`src/rtl/wb_dma_pkg.sv`:
```
// wb_dma_pkg: register map, CTRL/STATUS bit positions and FSM states for wb_dma_copy.
package wb_dma_pkg;
  localparam logic [2:0] REG_SRC    = 3'd0;
  localparam logic [2:0] REG_DST    = 3'd1;
  localparam logic [2:0] REG_LEN    = 3'd2;
  localparam logic [2:0] REG_CTRL   = 3'd3;
  localparam logic [2:0] REG_REMAIN = 3'd4;
  localparam int CTRL_START   = 0;
  localparam int CTRL_IRQ_EN  = 1;
  localparam int CTRL_IRQ_CLR = 2;
  localparam int ST_BUSY   = 0;
  localparam int ST_DONE   = 1;
  localparam int ST_ERR    = 2;
  localparam int ST_IRQ_EN = 3;
  localparam int ST_IRQ    = 4;
  typedef enum logic [2:0] {S_IDLE, S_RD, S_RD_GAP, S_WR, S_WR_GAP} state_t;
endpackage

```
`src/rtl/wb_dma_regs.sv`:
```
// wb_dma_regs: responder decode, register file and ack for wb_dma_copy.
// Interrupt enable/pending bits exist only when WB_DMA_IRQ_EN is defined.
module wb_dma_regs
  import wb_dma_pkg::*;
#(
  parameter int LEN_W = 12
) (
  input  logic             clk_i,
  input  logic             rst_i,
  input  logic [2:0]       wbs_adr_i,
  input  logic [31:0]      wbs_dat_i,
  input  logic             wbs_we_i,
  input  logic             wbs_cyc_i,
  input  logic             wbs_stb_i,
  output logic [31:0]      wbs_dat_o,
  output logic             wbs_ack_o,
  input  logic             busy_i,
  input  logic [LEN_W-1:0] remain_i,
  input  logic             done_set_i,
  input  logic             err_set_i,
  output logic [31:0]      src_o,
  output logic [31:0]      dst_o,
  output logic [LEN_W-1:0] len_o,
  output logic             start_o
`ifdef WB_DMA_IRQ_EN
  ,
  output logic             irq_o
`endif
);
  logic ack_q, done_q, done_d, err_q, err_d;
  logic [31:0] dat_q, src_q, src_d, dst_q, dst_d, rdata, status;
  logic [LEN_W-1:0] len_q, len_d;
  logic wr, cfg, go, zgo, ctrl;
`ifdef WB_DMA_IRQ_EN
  logic ien_q, ien_d, pend_q, pend_d;
`endif
  // writes commit in the ack cycle so a START acked at t strobes the initiator at t+1
  assign wr      = wbs_cyc_i & wbs_stb_i & wbs_we_i & ack_q;
  assign cfg     = wr & ~busy_i;
  assign ctrl    = wr & (wbs_adr_i == REG_CTRL);
  assign go      = cfg & (wbs_adr_i == REG_CTRL) & wbs_dat_i[CTRL_START];
  assign start_o = go & (len_q != '0);
  assign zgo     = go & (len_q == '0);
  always_comb begin
    src_d  = (cfg && wbs_adr_i == REG_SRC) ? {wbs_dat_i[31:2], 2'b00} : src_q;
    dst_d  = (cfg && wbs_adr_i == REG_DST) ? {wbs_dat_i[31:2], 2'b00} : dst_q;
    len_d  = (cfg && wbs_adr_i == REG_LEN) ? wbs_dat_i[LEN_W-1:0] : len_q;
    done_d = (done_set_i | zgo) ? 1'b1 : start_o ? 1'b0 : done_q;
    err_d  = err_set_i ? 1'b1 : go ? 1'b0 : err_q;
    status = '0;
    status[ST_BUSY] = busy_i;
    status[ST_DONE] = done_q;
    status[ST_ERR]  = err_q;
`ifdef WB_DMA_IRQ_EN
    ien_d  = ctrl ? wbs_dat_i[CTRL_IRQ_EN] : ien_q;
    pend_d = (done_set_i | err_set_i | zgo) ? 1'b1 : (ctrl & wbs_dat_i[CTRL_IRQ_CLR]) ? 1'b0 : pend_q;
    status[ST_IRQ_EN] = ien_q;
    status[ST_IRQ]    = pend_q;
`endif
    rdata = (wbs_adr_i == REG_SRC)    ? src_q :
            (wbs_adr_i == REG_DST)    ? dst_q :
            (wbs_adr_i == REG_LEN)    ? {{(32-LEN_W){1'b0}}, len_q} :
            (wbs_adr_i == REG_CTRL)   ? status :
            (wbs_adr_i == REG_REMAIN) ? {{(32-LEN_W){1'b0}}, remain_i} : '0;
  end
  always_ff @(posedge clk_i or posedge rst_i) begin
    if (rst_i) begin
      ack_q  <= 1'b0;
      dat_q  <= '0;
      src_q  <= '0;
      dst_q  <= '0;
      len_q  <= '0;
      done_q <= 1'b0;
      err_q  <= 1'b0;
`ifdef WB_DMA_IRQ_EN
      ien_q  <= 1'b0;
      pend_q <= 1'b0;
`endif
    end else begin
      ack_q  <= wbs_cyc_i & wbs_stb_i & ~ack_q;
      dat_q  <= (wbs_cyc_i & wbs_stb_i & ~ack_q) ? rdata : dat_q;
      src_q  <= src_d;
      dst_q  <= dst_d;
      len_q  <= len_d;
      done_q <= done_d;
      err_q  <= err_d;
`ifdef WB_DMA_IRQ_EN
      ien_q  <= ien_d;
      pend_q <= pend_d;
`endif
    end
  end
  assign wbs_ack_o = ack_q;
  assign wbs_dat_o = dat_q;
  assign src_o     = src_q;
  assign dst_o     = dst_q;
  assign len_o     = len_q;
`ifdef WB_DMA_IRQ_EN
  assign irq_o     = pend_q & ien_q;
`endif
endmodule

```
`src/rtl/wb_dma_copy.sv`:
```
// wb_dma_copy: word-granular Wishbone memory-to-memory copy engine (initiator FSM and datapath).
// Defining WB_DMA_IRQ_EN adds the o_irq completion interrupt.
module wb_dma_copy
  import wb_dma_pkg::*;
#(
  parameter logic [31:0] BASE_ADR = 32'h30ff_fc00,
  parameter int          LEN_W    = 12
) (
  input  logic        wb_clk_i,
  input  logic        wb_rst_i,
  input  logic [31:0] wbs_adr_i,
  input  logic [31:0] wbs_dat_i,
  input  logic [3:0]  wbs_sel_i,
  input  logic        wbs_we_i,
  input  logic        wbs_cyc_i,
  input  logic        wbs_stb_i,
  output logic [31:0] wbs_dat_o,
  output logic        wbs_ack_o,
  output logic [31:0] wbm_adr_o,
  output logic [31:0] wbm_dat_o,
  output logic [3:0]  wbm_sel_o,
  output logic        wbm_we_o,
  output logic        wbm_cyc_o,
  output logic        wbm_stb_o,
  input  logic [31:0] wbm_dat_i,
  input  logic        wbm_ack_i,
  input  logic        wbm_err_i
`ifdef WB_DMA_IRQ_EN
  ,
  output logic        o_irq
`endif
);
  state_t state_q, state_d;
  logic [31:0] src_q, src_d, dst_q, dst_d, buf_q, buf_d, adr_q, adr_d, cfg_src, cfg_dst;
  logic [LEN_W-1:0] rem_q, rem_d, cfg_len;
  logic [3:0] sel_q;
  logic we_q, stb_d, start, done_set, err_set;
  logic unused;
  // the interconnect decodes BASE_ADR; only the word offset reaches the register file
  assign unused = ^{BASE_ADR, wbs_adr_i[31:5], wbs_adr_i[1:0], wbs_sel_i};
  wb_dma_regs #(.LEN_W(LEN_W)) u_regs (
    .clk_i      (wb_clk_i),
    .rst_i      (wb_rst_i),
    .wbs_adr_i  (wbs_adr_i[4:2]),
    .wbs_dat_i  (wbs_dat_i),
    .wbs_we_i   (wbs_we_i),
    .wbs_cyc_i  (wbs_cyc_i),
    .wbs_stb_i  (wbs_stb_i),
    .wbs_dat_o  (wbs_dat_o),
    .wbs_ack_o  (wbs_ack_o),
    .busy_i     (state_q != S_IDLE),
    .remain_i   (rem_q),
    .done_set_i (done_set),
    .err_set_i  (err_set),
    .src_o      (cfg_src),
    .dst_o      (cfg_dst),
    .len_o      (cfg_len),
    .start_o    (start)
`ifdef WB_DMA_IRQ_EN
    ,
    .irq_o      (o_irq)
`endif
  );
  always_comb begin
    state_d  = state_q;
    src_d    = src_q;
    dst_d    = dst_q;
    rem_d    = rem_q;
    buf_d    = buf_q;
    done_set = 1'b0;
    err_set  = 1'b0;
    case (state_q)
      S_IDLE: if (start) begin
        state_d = S_RD;
        src_d   = cfg_src;
        dst_d   = cfg_dst;
        rem_d   = cfg_len;
      end
      S_RD: if (wbm_err_i) begin
        state_d = S_IDLE;
        err_set = 1'b1;
      end else if (wbm_ack_i) begin
        state_d = S_RD_GAP;
        buf_d   = wbm_dat_i;
      end
      S_RD_GAP: state_d = S_WR;
      S_WR: if (wbm_err_i) begin
        state_d = S_IDLE;
        err_set = 1'b1;
      end else if (wbm_ack_i) begin
        state_d = S_WR_GAP;
        src_d   = src_q + 32'd4;
        dst_d   = dst_q + 32'd4;
        rem_d   = rem_q - LEN_W'(1);
      end
      S_WR_GAP: begin
        state_d  = (rem_q == '0) ? S_IDLE : S_RD;
        done_set = (rem_q == '0);
      end
      default: state_d = S_IDLE;
    endcase
    stb_d = (state_d == S_RD) | (state_d == S_WR);
    adr_d = (state_d == S_WR) ? dst_d : src_d;
  end
  always_ff @(posedge wb_clk_i or posedge wb_rst_i) begin
    if (wb_rst_i) begin
      state_q <= S_IDLE;
      src_q   <= '0;
      dst_q   <= '0;
      rem_q   <= '0;
      buf_q   <= '0;
      adr_q   <= '0;
      sel_q   <= '0;
      we_q    <= 1'b0;
    end else begin
      state_q <= state_d;
      src_q   <= src_d;
      dst_q   <= dst_d;
      rem_q   <= rem_d;
      buf_q   <= buf_d;
      adr_q   <= adr_d;
      sel_q   <= stb_d ? 4'hf : 4'h0;
      we_q    <= (state_d == S_WR);
    end
  end
  // cyc/stb decode straight from state so an async reset drops them at once
  assign wbm_cyc_o = (state_q == S_RD) | (state_q == S_WR);
  assign wbm_stb_o = wbm_cyc_o;
  assign wbm_adr_o = adr_q;
  assign wbm_dat_o = buf_q;
  assign wbm_sel_o = sel_q;
  assign wbm_we_o  = we_q;
endmodule

```
`config.mk`:
```
export PLATFORM = sky130hd
export DESIGN_NAME = wb_dma_copy
export DESIGN_NICKNAME = d
export VERILOG_FILES = /design/src/rtl/wb_dma_pkg.sv /design/src/rtl/wb_dma_regs.sv /design/src/rtl/wb_dma_copy.sv
export SDC_FILE = /design/constraint.sdc
export NUM_CORES = 1
export LEC_CHECK = 0
export ABC_AREA = 1
export BUFFER_PORTS_ARGS = -buffer_cell sky130_fd_sc_hd__buf_2
export CAP_MARGIN = 20
export CELL_PAD_IN_SITES_DETAIL_PLACEMENT = 1
export CELL_PAD_IN_SITES_GLOBAL_PLACEMENT = 1
export CORE_MARGIN = 1.5
export CORE_UTILIZATION = 44
export DETAILED_ROUTE_END_ITERATION = 10
export GPL_TIMING_DRIVEN = 1
export PLACE_DENSITY_LB_ADDON = 0.25
export SLEW_MARGIN = 20
export SYNTH_ARGS = -nofsm -noshare
export SYNTH_HDL_FRONTEND = slang
export SYNTH_SLANG_ARGS = --single-unit
```
`constraint.sdc`:
```
create_clock -name wb_clk_i -period 16.9 [get_ports wb_clk_i]
set_clock_uncertainty 0.2 [all_clocks]
set_input_delay 0.845 -clock wb_clk_i [delete_from_list [all_inputs] [get_ports wb_clk_i]]
set_output_delay 0.845 -clock wb_clk_i [all_outputs]
set_load 0.1 [all_outputs]
```
==> results of run 1 <==
[metal layers]
layer	part of all wire, %	vias to the layer above	global-route usage (%)
li1	-	5886	-
met1	45	6217	41.5
met2	46	417	48.2
met3	6.9	81	5.07
met4	2.2	0	7.54
met5	0	-	0
[kinds of logic (layout without fill, tap and decap cells)]
logic type	Yosys count	in the layout	synth area share (%)
compound gates	219	219	9.22
xor+xnor	6	6	0.409
fa+ha+maj	3	3	0.292
buf+inv	264	435	8.16
flops	252	252	49.1
simple gates	1018	1018	32.8
[flip-flops by register name, indices dropped and copies added (netlist names)]
name / flops
src_q: 32
rem_q: 12
dst_q: 32
u_regs.err_q: 1
u_regs.done_q: 1
wbm_we_o: 1
u_regs.wbs_ack_o: 1
u_regs.dst_o: 30
u_regs.len_o: 12
wbm_adr_o: 32
u_regs.wbs_dat_o: 32
wbm_dat_o: 32
state_q: 3
u_regs.src_o: 30
wbm_sel_o: 1
[synth_stat cells (4+ instances only)]
cell                       instances  area [sq um]
sky130_fd_sc_hd__a21oi_1          15          75.1
sky130_fd_sc_hd__a31oi_1          29           181
sky130_fd_sc_hd__buf_2            15          75.1
sky130_fd_sc_hd__buf_4            10          75.1
sky130_fd_sc_hd__clkbuf_1         43           161
sky130_fd_sc_hd__dfrtp_1         252          6310
sky130_fd_sc_hd__inv_1           182           683
sky130_fd_sc_hd__inv_2            11          41.3
sky130_fd_sc_hd__nand2_1         661          2480
sky130_fd_sc_hd__nand2_2           4          25.0
sky130_fd_sc_hd__nand3_1         154           771
sky130_fd_sc_hd__nand3b_1          4          30.0
sky130_fd_sc_hd__nand4_1          19           119
sky130_fd_sc_hd__nor2_1          140           526
sky130_fd_sc_hd__nor2_2            6          37.5
sky130_fd_sc_hd__nor3_1           18          90.1
sky130_fd_sc_hd__o211ai_1          5          37.5
sky130_fd_sc_hd__o21ai_0         135           676
sky130_fd_sc_hd__o21ai_1          16          80.1
sky130_fd_sc_hd__o22ai_1          11          68.8
sky130_fd_sc_hd__xor2_1            5          43.8
[worst reg2reg max path: stages, from the launching register on]
cell and delay (ps):
sky130_fd_sc_hd__dfrtp_1 420, sky130_fd_sc_hd__inv_2 130, sky130_fd_sc_hd__nand2_2 90, sky130_fd_sc_hd__nor2_4 190
sky130_fd_sc_hd__nand3_1 100, sky130_fd_sc_hd__nor2_1 180, sky130_fd_sc_hd__nand2_1 570, sky130_fd_sc_hd__inv_2 300
sky130_fd_sc_hd__nor2_2 90, sky130_fd_sc_hd__nor2_4 690, sky130_fd_sc_hd__nand2_1 250, sky130_fd_sc_hd__nand2_1 120
[worst paths after layout]
| path | from | to | slack (ps) | depth (start not counted) |
|---|---|---|---|---|
| max in group asynchronous | wb_rst_i | src_q[18] | 14780 | 3 |
| hold reg to reg | wbm_dat_o[7] | wbm_dat_o[7] | 270 | 2 |
| setup / recovery | wbm_ack_i | wbm_adr_o[15] | 13280 | 12 |
| min in group wb_clk_i | wbm_dat_o[7] | wbm_dat_o[7] | 270 | 2 |
| setup reg to reg | state_q[0] | wbm_adr_o[15] | 13490 | 11 |
| hold / removal | wb_rst_i | wbm_dat_o[4] | 190 | 2 |
[report_power, final]
part	internal, uW	switching [uW]
Clock	385	264
Combinational	139	765
Sequential	706	79.2
Total	1230	1110
[final cells by class]
class	instances	area (sq um)	area share, %
tap	384	480	3.21
clock buffer	44	872	5.82
clock inverter	10	113	0.751
multi-input combinational	1246	5510	36.7
inverter	193	732	4.88
timing repair buffer	188	981	6.54
sequential	252	6310	42.1
[per-stage QoR]
stage | util, % | hold WS [ps] | setup WS (ps)
after floorplan | - | 253 | 8930
after global placement | 48.7 | 258 | 12860
after detailed placement | 48.7 | 260 | 12830
after CTS | 52.2 | 271 | 13360
after global routing | 52.2 | 280 | 13140
final | 52.2 | 191 | 13280
==> results.txt, run 1 <==
The run finished with clean final reports. The overall die width is 174 um. The relative max-transition margin came out at 32.0%. Summed over all layers, the routed wires come to 44500 um. The final count of hold timing violations is 0. The number of iterations in the first detailed-routing pass is 5. The count of input and output buffers came out at 177. The type of origin of the critical path is a primary input. In the layout the commonest cells are sky130_fd_sc_hd__nand2_1 (661), sky130_fd_sc_hd__dfrtp_1 (252), sky130_fd_sc_hd__inv_1 (181), sky130_fd_sc_hd__buf_2 (177), sky130_fd_sc_hd__nand3_1 (154).

The post-CTS resize count is 0. Static timing analysis puts the maximum clock frequency at 276 MHz. CTS built an H-tree with a depth of 1. The residual DRC count came out at 0. Counting flops and latches in the post-synthesis netlist gives 252. The repair_antennas step left the layout with diodes totalling 0. Relative to the synthesized area, the layout overhead comes to 16.8%. The via count is 12600.

At the later pin of the worst-skew pair, clock insertion delay measures 570 ps. The fraction of the cycle the final worst path needs came out at 21.4%. In the final layout, the share of cells above drive strength 1 is 14.1%. The start-to-end type of the worst setup path is in2reg. The post-CTS setup buffer count is 0.

For this design, the slowest cell found on the critical path is sky130_fd_sc_hd__nor2_4. The standard-cell row count is 62. The top cell family by delay on the critical path is simple AND/OR/NAND/NOR gates. In the routed layout, each cell is associated on average with a via count of 5.44. The largest net degree at the start of global routing came out at 113.

The routed length per instance came out at 19.2 um. The cell area after placement is 14000 sq um. During synthesis, Yosys emitted a total of 0 warnings.

The cell count after placement came out at 2262. Routability-driven placement finished with a final weighted congestion of 0.913. The clock drives 252 sinks. The cell area after synthesis is 12800 sq um. In this run the worst path has a maximum fanout of 33. STA classifies the critical path endpoint as a register. The number of failing setup endpoints in the final timing report is 0. Max-cap violations in this run came to 0. Walking the worst path, the cells encountered are buf_2 -> inv_2 -> nor2_4 -> nand2_1 -> buf_4 -> inv_2 -> nor2_1 -> nand2_1 -> inv_2 -> nor2_4 -> nand2_1 -> nand2_1. The delay of the slowest cell on the worst path is 710 ps. In the synthesized netlist, the number of instances is 1762. The net count after synthesis is 1872. The slew at the pin closest to its max-slew limit came out at 1020 ps. The number of global-route vias before repair is 13200.

The first global-routing pass estimated 71500 um of wire. The area enclosed by the die boundary came out at 30200 sq um. The final total negative setup slack is 0 ps. The die height came out at 174 um. The number of enable-type register cells in the synthesized netlist is 0. Of all flip-flops after synthesis, the portion carrying an async set or reset was 100%. The fraction of the yosys area taken by sequential cells is 49.1%. The number of clock buffers added by TritonCTS is 29. The number of design-rule violations left by the first detailed-router iteration came out at 934. The cell that appears most often on the critical path is sky130_fd_sc_hd__nand2_1. The number of buffers and inverters on the critical path came out at 5. Global routing consumed, over all layers together, 29.8% of the routing resources. The TritonCTS clock tree is yes.

Power spread over the standard cell area amounts to 156 nW/um^2. The region available for standard cell placement spans 28700 sq um. The clock passes through at most 3 buffers. The detailed placer's ending HPWL is 30400 um. In this run the static leakage power is 0.00761 uW. The number of buffers added to fix hold violations after cts came out at 0. The power consumption came out at 2340 uW. The layout has 3709 filler cells. Pin placement for this block handled 211 I/O pins. In the final design database the tool counted 2020 nets. The number of different library cells used by synthesis comes to 36. Once layout is done, the placed cells without fillers occupy 15000 sq um. The final number of max-transition violations is 0. The post-layout minimum cycle time came out at 3620 ps. The required time of the critical path came out at 17190 ps.

Leaving out filler cells and counting taps, the final layout contains 2317. The initial core utilization came out at 44.7%. The worst-case IR drop observed on VDD is 0.196 mV.

Setup repair after global routing left no endpoint under its margin. The tightest min-delay check is of the in2async type. The clock transition at the registers of the reported paths is 60 ps. The post-synthesis area per instance is 7.28 sq um.

The remaining number of nets flagged by the antenna check after routing came out at 0. The library cell used most frequently in the layout, excluding fill and tap cells, is sky130_fd_sc_hd__nand2_1. Clock tree synthesis selected as its root buffer the cell sky130_fd_sc_hd__clkbuf_16. In the synthesized netlist the dominant register cell turns out to be sky130_fd_sc_hd__dfrtp_1. The number of antenna violations at the first check in global routing was 1.

The overall overflow remaining after global route is 0. The arrival time at the worst endpoint came out at 3910 ps.
No activity file was read; power rests on OpenSTA's default activity.
==> run 2: changes to the inputs <==
CORE_UTILIZATION = 37   (was 44)
clock period = 3.13 ns   (was 16.9 ns; I/O delays follow)
==> results.txt, run 2 (synthesized netlist as in run 1, its figures left out) <==
The setup slack of the most critical reg-to-reg path came out at 520 ps (was 13490 ps). The buffer depth of the longest clock path came out at 3 (unchanged). The initial core utilization is 37.3% (was 44.7%). The die height is 189 um (was 174 um). The final number of max-transition violations is 0 (unchanged). The leakage power is 0.00805 uW (was 0.00761 uW).

The CTS buffer count was 28 (was 29). The area enclosed by the die boundary is 35800 sq um (was 30200 sq um). The relative max-transition margin came out at 45.2% (was 32.0%).

The slew at the pin closest to its max-slew limit came to 820 ps (was 1020 ps). The cell area after placement came out at 14300 sq um (was 14000 sq um). The residual DRC count came out at 0 (unchanged). The number of global-route vias before repair was 13400 (was 13200). The power consumption is 13100 uW (was 2340 uW). The TritonCTS clock tree is yes (unchanged). The placer's final routability congestion estimate is 0.891 (was 0.913).

The final count of hold timing violations is 0 (unchanged). The number of fill cells in the layout came out at 4402 (was 3709). The number of nets in the layout came to 2110 (was 2020). The final total negative setup slack is 0 ps (unchanged).

The post-CTS resize count came out at 0 (unchanged). The clock transition at the registers of the reported paths came out at 70 ps (was 60 ps). The number of buffers and inverters on the critical path is 3 (was 5). The cell at the root of the clock tree is sky130_fd_sc_hd__clkbuf_16 (unchanged). The post-CTS setup buffer count came out at 0 (unchanged). The placeable core area came out at 34400 sq um (was 28700 sq um). The delay of the slowest cell on the worst path came out at 420 ps (was 710 ps). The cell count after placement is 2353 (was 2262). The layout overhead on the synthesized area is 25.0% (was 16.8%). The required time of the critical path was 3410 ps (was 17190 ps). Chain of cells forming the critical path: inv_2 -> nand2_2 -> nor2_4 -> nand2_4 -> nor2_8 -> nand2_4 -> inv_2 -> buf_4 -> nand2_1 -> nand3_1 -> nand2_1 -> nand2_1 (was buf_2 -> inv_2 -> nor2_4 -> nand2_1 -> buf_4 -> inv_2 -> nor2_1 -> nand2_1 -> inv_2 -> nor2_4 -> nand2_1 -> nand2_1). The maximum resistive drop on vdd is 0.846 mV (was 0.196 mV). The number of failing setup endpoints in the final timing report is 0 (unchanged). The number of antenna cells inserted came to 0 (unchanged).

The start-to-end type of the worst setup path was reg2reg (was in2reg). The launch instance of the worst register-to-register path is state_q[0] (unchanged). The cell depth of the worst min-delay path came out at 6. The clock insertion delay at the later pin of the skew report is 550 ps (was 570 ps). Unrepaired setup endpoints after global routing: no (unchanged). The reported max-cap violation count is 0 (unchanged).

The class of the tightest hold or removal check is in2reg (was in2async). The via count came out at 12800 (was 12600). The fraction of layout cells with a size suffix above 1 is 14.5% (was 14.1%).

Commonest non-fill, non-tap cells in the layout: sky130_fd_sc_hd__nand2_1 (661), sky130_fd_sc_hd__dfrtp_1 (252), sky130_fd_sc_hd__inv_1 (181), sky130_fd_sc_hd__buf_2 (177), sky130_fd_sc_hd__nand3_1 (154) (unchanged). The number of design-rule violations left by the first detailed-router iteration came out at 919 (was 934). The worst path needs 2610 ps of the cycle, external delays included. The overall die width is 189 um (was 174 um). The largest net degree at the start of global routing came out at 62 (was 113). The critical path's most frequent cell is sky130_fd_sc_hd__nand2_1 (unchanged). The path with the worst hold slack has its endpoint at u_regs.wbs_dat_o[12].

The critical path capture point type is a register (unchanged). The terminus of the critical flop-to-flop path was wbm_adr_o[9] (was wbm_adr_o[15]). The H-tree depth was 1 (unchanged).

The number of cells traversed by the worst register-to-register path is 12 (was 11). The total power per unit cell area came out at 814 nW/um^2 (was 156 nW/um^2). The timing-limited maximum frequency is 383 MHz. The type of origin of the critical path was a register (was primary input). The overall overflow remaining after global route came out at 0 (unchanged). The most common library cell in the layout ignoring fill and taps is sky130_fd_sc_hd__nand2_1 (unchanged). The top fanout value on the critical path is 32 (was 33).

The number of buffers added to fix hold violations after cts came out at 72 (was 0). The first-pass GRT wire length is 75300 um (was 71500 um). The top cell family by delay on the critical path is simple AND/OR/NAND/NOR gates (unchanged). The standard-cell row count came out at 68 (was 62). The remaining number of nets flagged by the antenna check after routing came out at 0 (unchanged). The routed length per instance is 19.1 um (was 19.2 um). The mean number of vias per cell came to 5.17 (was 5.44). The library cell contributing the largest single delay on the critical path is sky130_fd_sc_hd__dfrtp_1 (was sky130_fd_sc_hd__nor2_4).

The number of top-level pins came to 211 (unchanged). The count of input and output buffers came to 177 (unchanged). The post-route cell area came out at 16000 sq um (was 15000 sq um). The number of iterations in the first detailed-routing pass came out at 5 (unchanged). The total detailed-routing wirelength is 47200 um (was 44500 um). The hold path startpoint is wbs_adr_i[4]. The arrival time at the worst endpoint was 2890 ps (was 3910 ps). After layout, the worst path uses 83.4% of the clock period. Outcome: completed (unchanged). The number of antenna violations at the first check in global routing was 2 (was 1). The final cell count without fillers came out at 2476 (was 2317). The combined global-route utilization of all metal layers came to 26.8% (was 29.8%).

The CTS sink count came out at 252 (unchanged). The detailed placer's ending HPWL is 32500 um (was 30400 um).
==> run 2: cell types whose count changed in the layout (fill, tap and decap cells not counted), sizes merged <==
| cell | delta |
|---|---|
| bufinv | +4 |
| dlygate4sd3 | +72 |
| clkbuf | -9 |
| buf | +19 |
| inv | -1 |
| clkinv | +3 |
==> run 2: area by class of cell <==
type	instances	area [sq um]	share of cell area [%]
Tap cell	455	569	3.55
Inverter	193	728	4.54
Clock buffer	35	788	4.91
Timing Repair Buffer	279	1920	12.0
Sequential cell	252	6310	39.3
Clock inverter	16	240	1.50
Multi-Input combinational cell	1246	5490	34.2
==> run 2: how the worst max path moves through the flow <==
stage | start | endpoint | slack (ps) | cells after the start
global route | rem_q[0] | wbm_adr_o[15] | 380 | 12
detailed placement | state_q[0] | wbm_adr_o[4] | 590 | 12
floorplan | wb_rst_i | dst_q[0] | -540 | 1
CTS | state_q[0] | wbm_adr_o[29] | 560 | 13
finish | state_q[0] | wbm_adr_o[9] | 520 | 12
global placement | state_q[0] | wbm_adr_o[9] | 650 | 12
==> run 2: worst min-delay path, cell delays in order <==
cell                      delay, ps
sky130_fd_sc_hd__buf_2          120
sky130_fd_sc_hd__nor2_1          50
sky130_fd_sc_hd__inv_1          100
sky130_fd_sc_hd__nor2_2         140
sky130_fd_sc_hd__nand2_1         90
sky130_fd_sc_hd__a31oi_1         70
==> run 2: per-layer routing <==
metal,routed length (um),share of wire [%],vias to the layer above,global-route usage (%)
met4,911,1.9,0,6.44
met2,21600,46,328,43.1
met1,21800,46,6345,37.8
met5,0,0,-,0
li1,-,-,6067,-
met3,2790,5.9,65,4.15
==> run 2: stage by stage <==
stage	hold WS (ps)	utilization, %	worst slack (ps)
after floorplan	66.1	-	-542
after global placement	53.5	41.6	650
after detailed placement	57.9	41.6	585
after CTS	3.54	46.7	560
after global routing	40.6	46.7	384
final	20.1	46.7	521
==> run 2: power breakdown <==
| group | internal (uW) | switching [uW] |
|---|---|---|
| registers | 3810 | 453 |
| logic | 892 | 4200 |
| clock network | 2280 | 1430 |
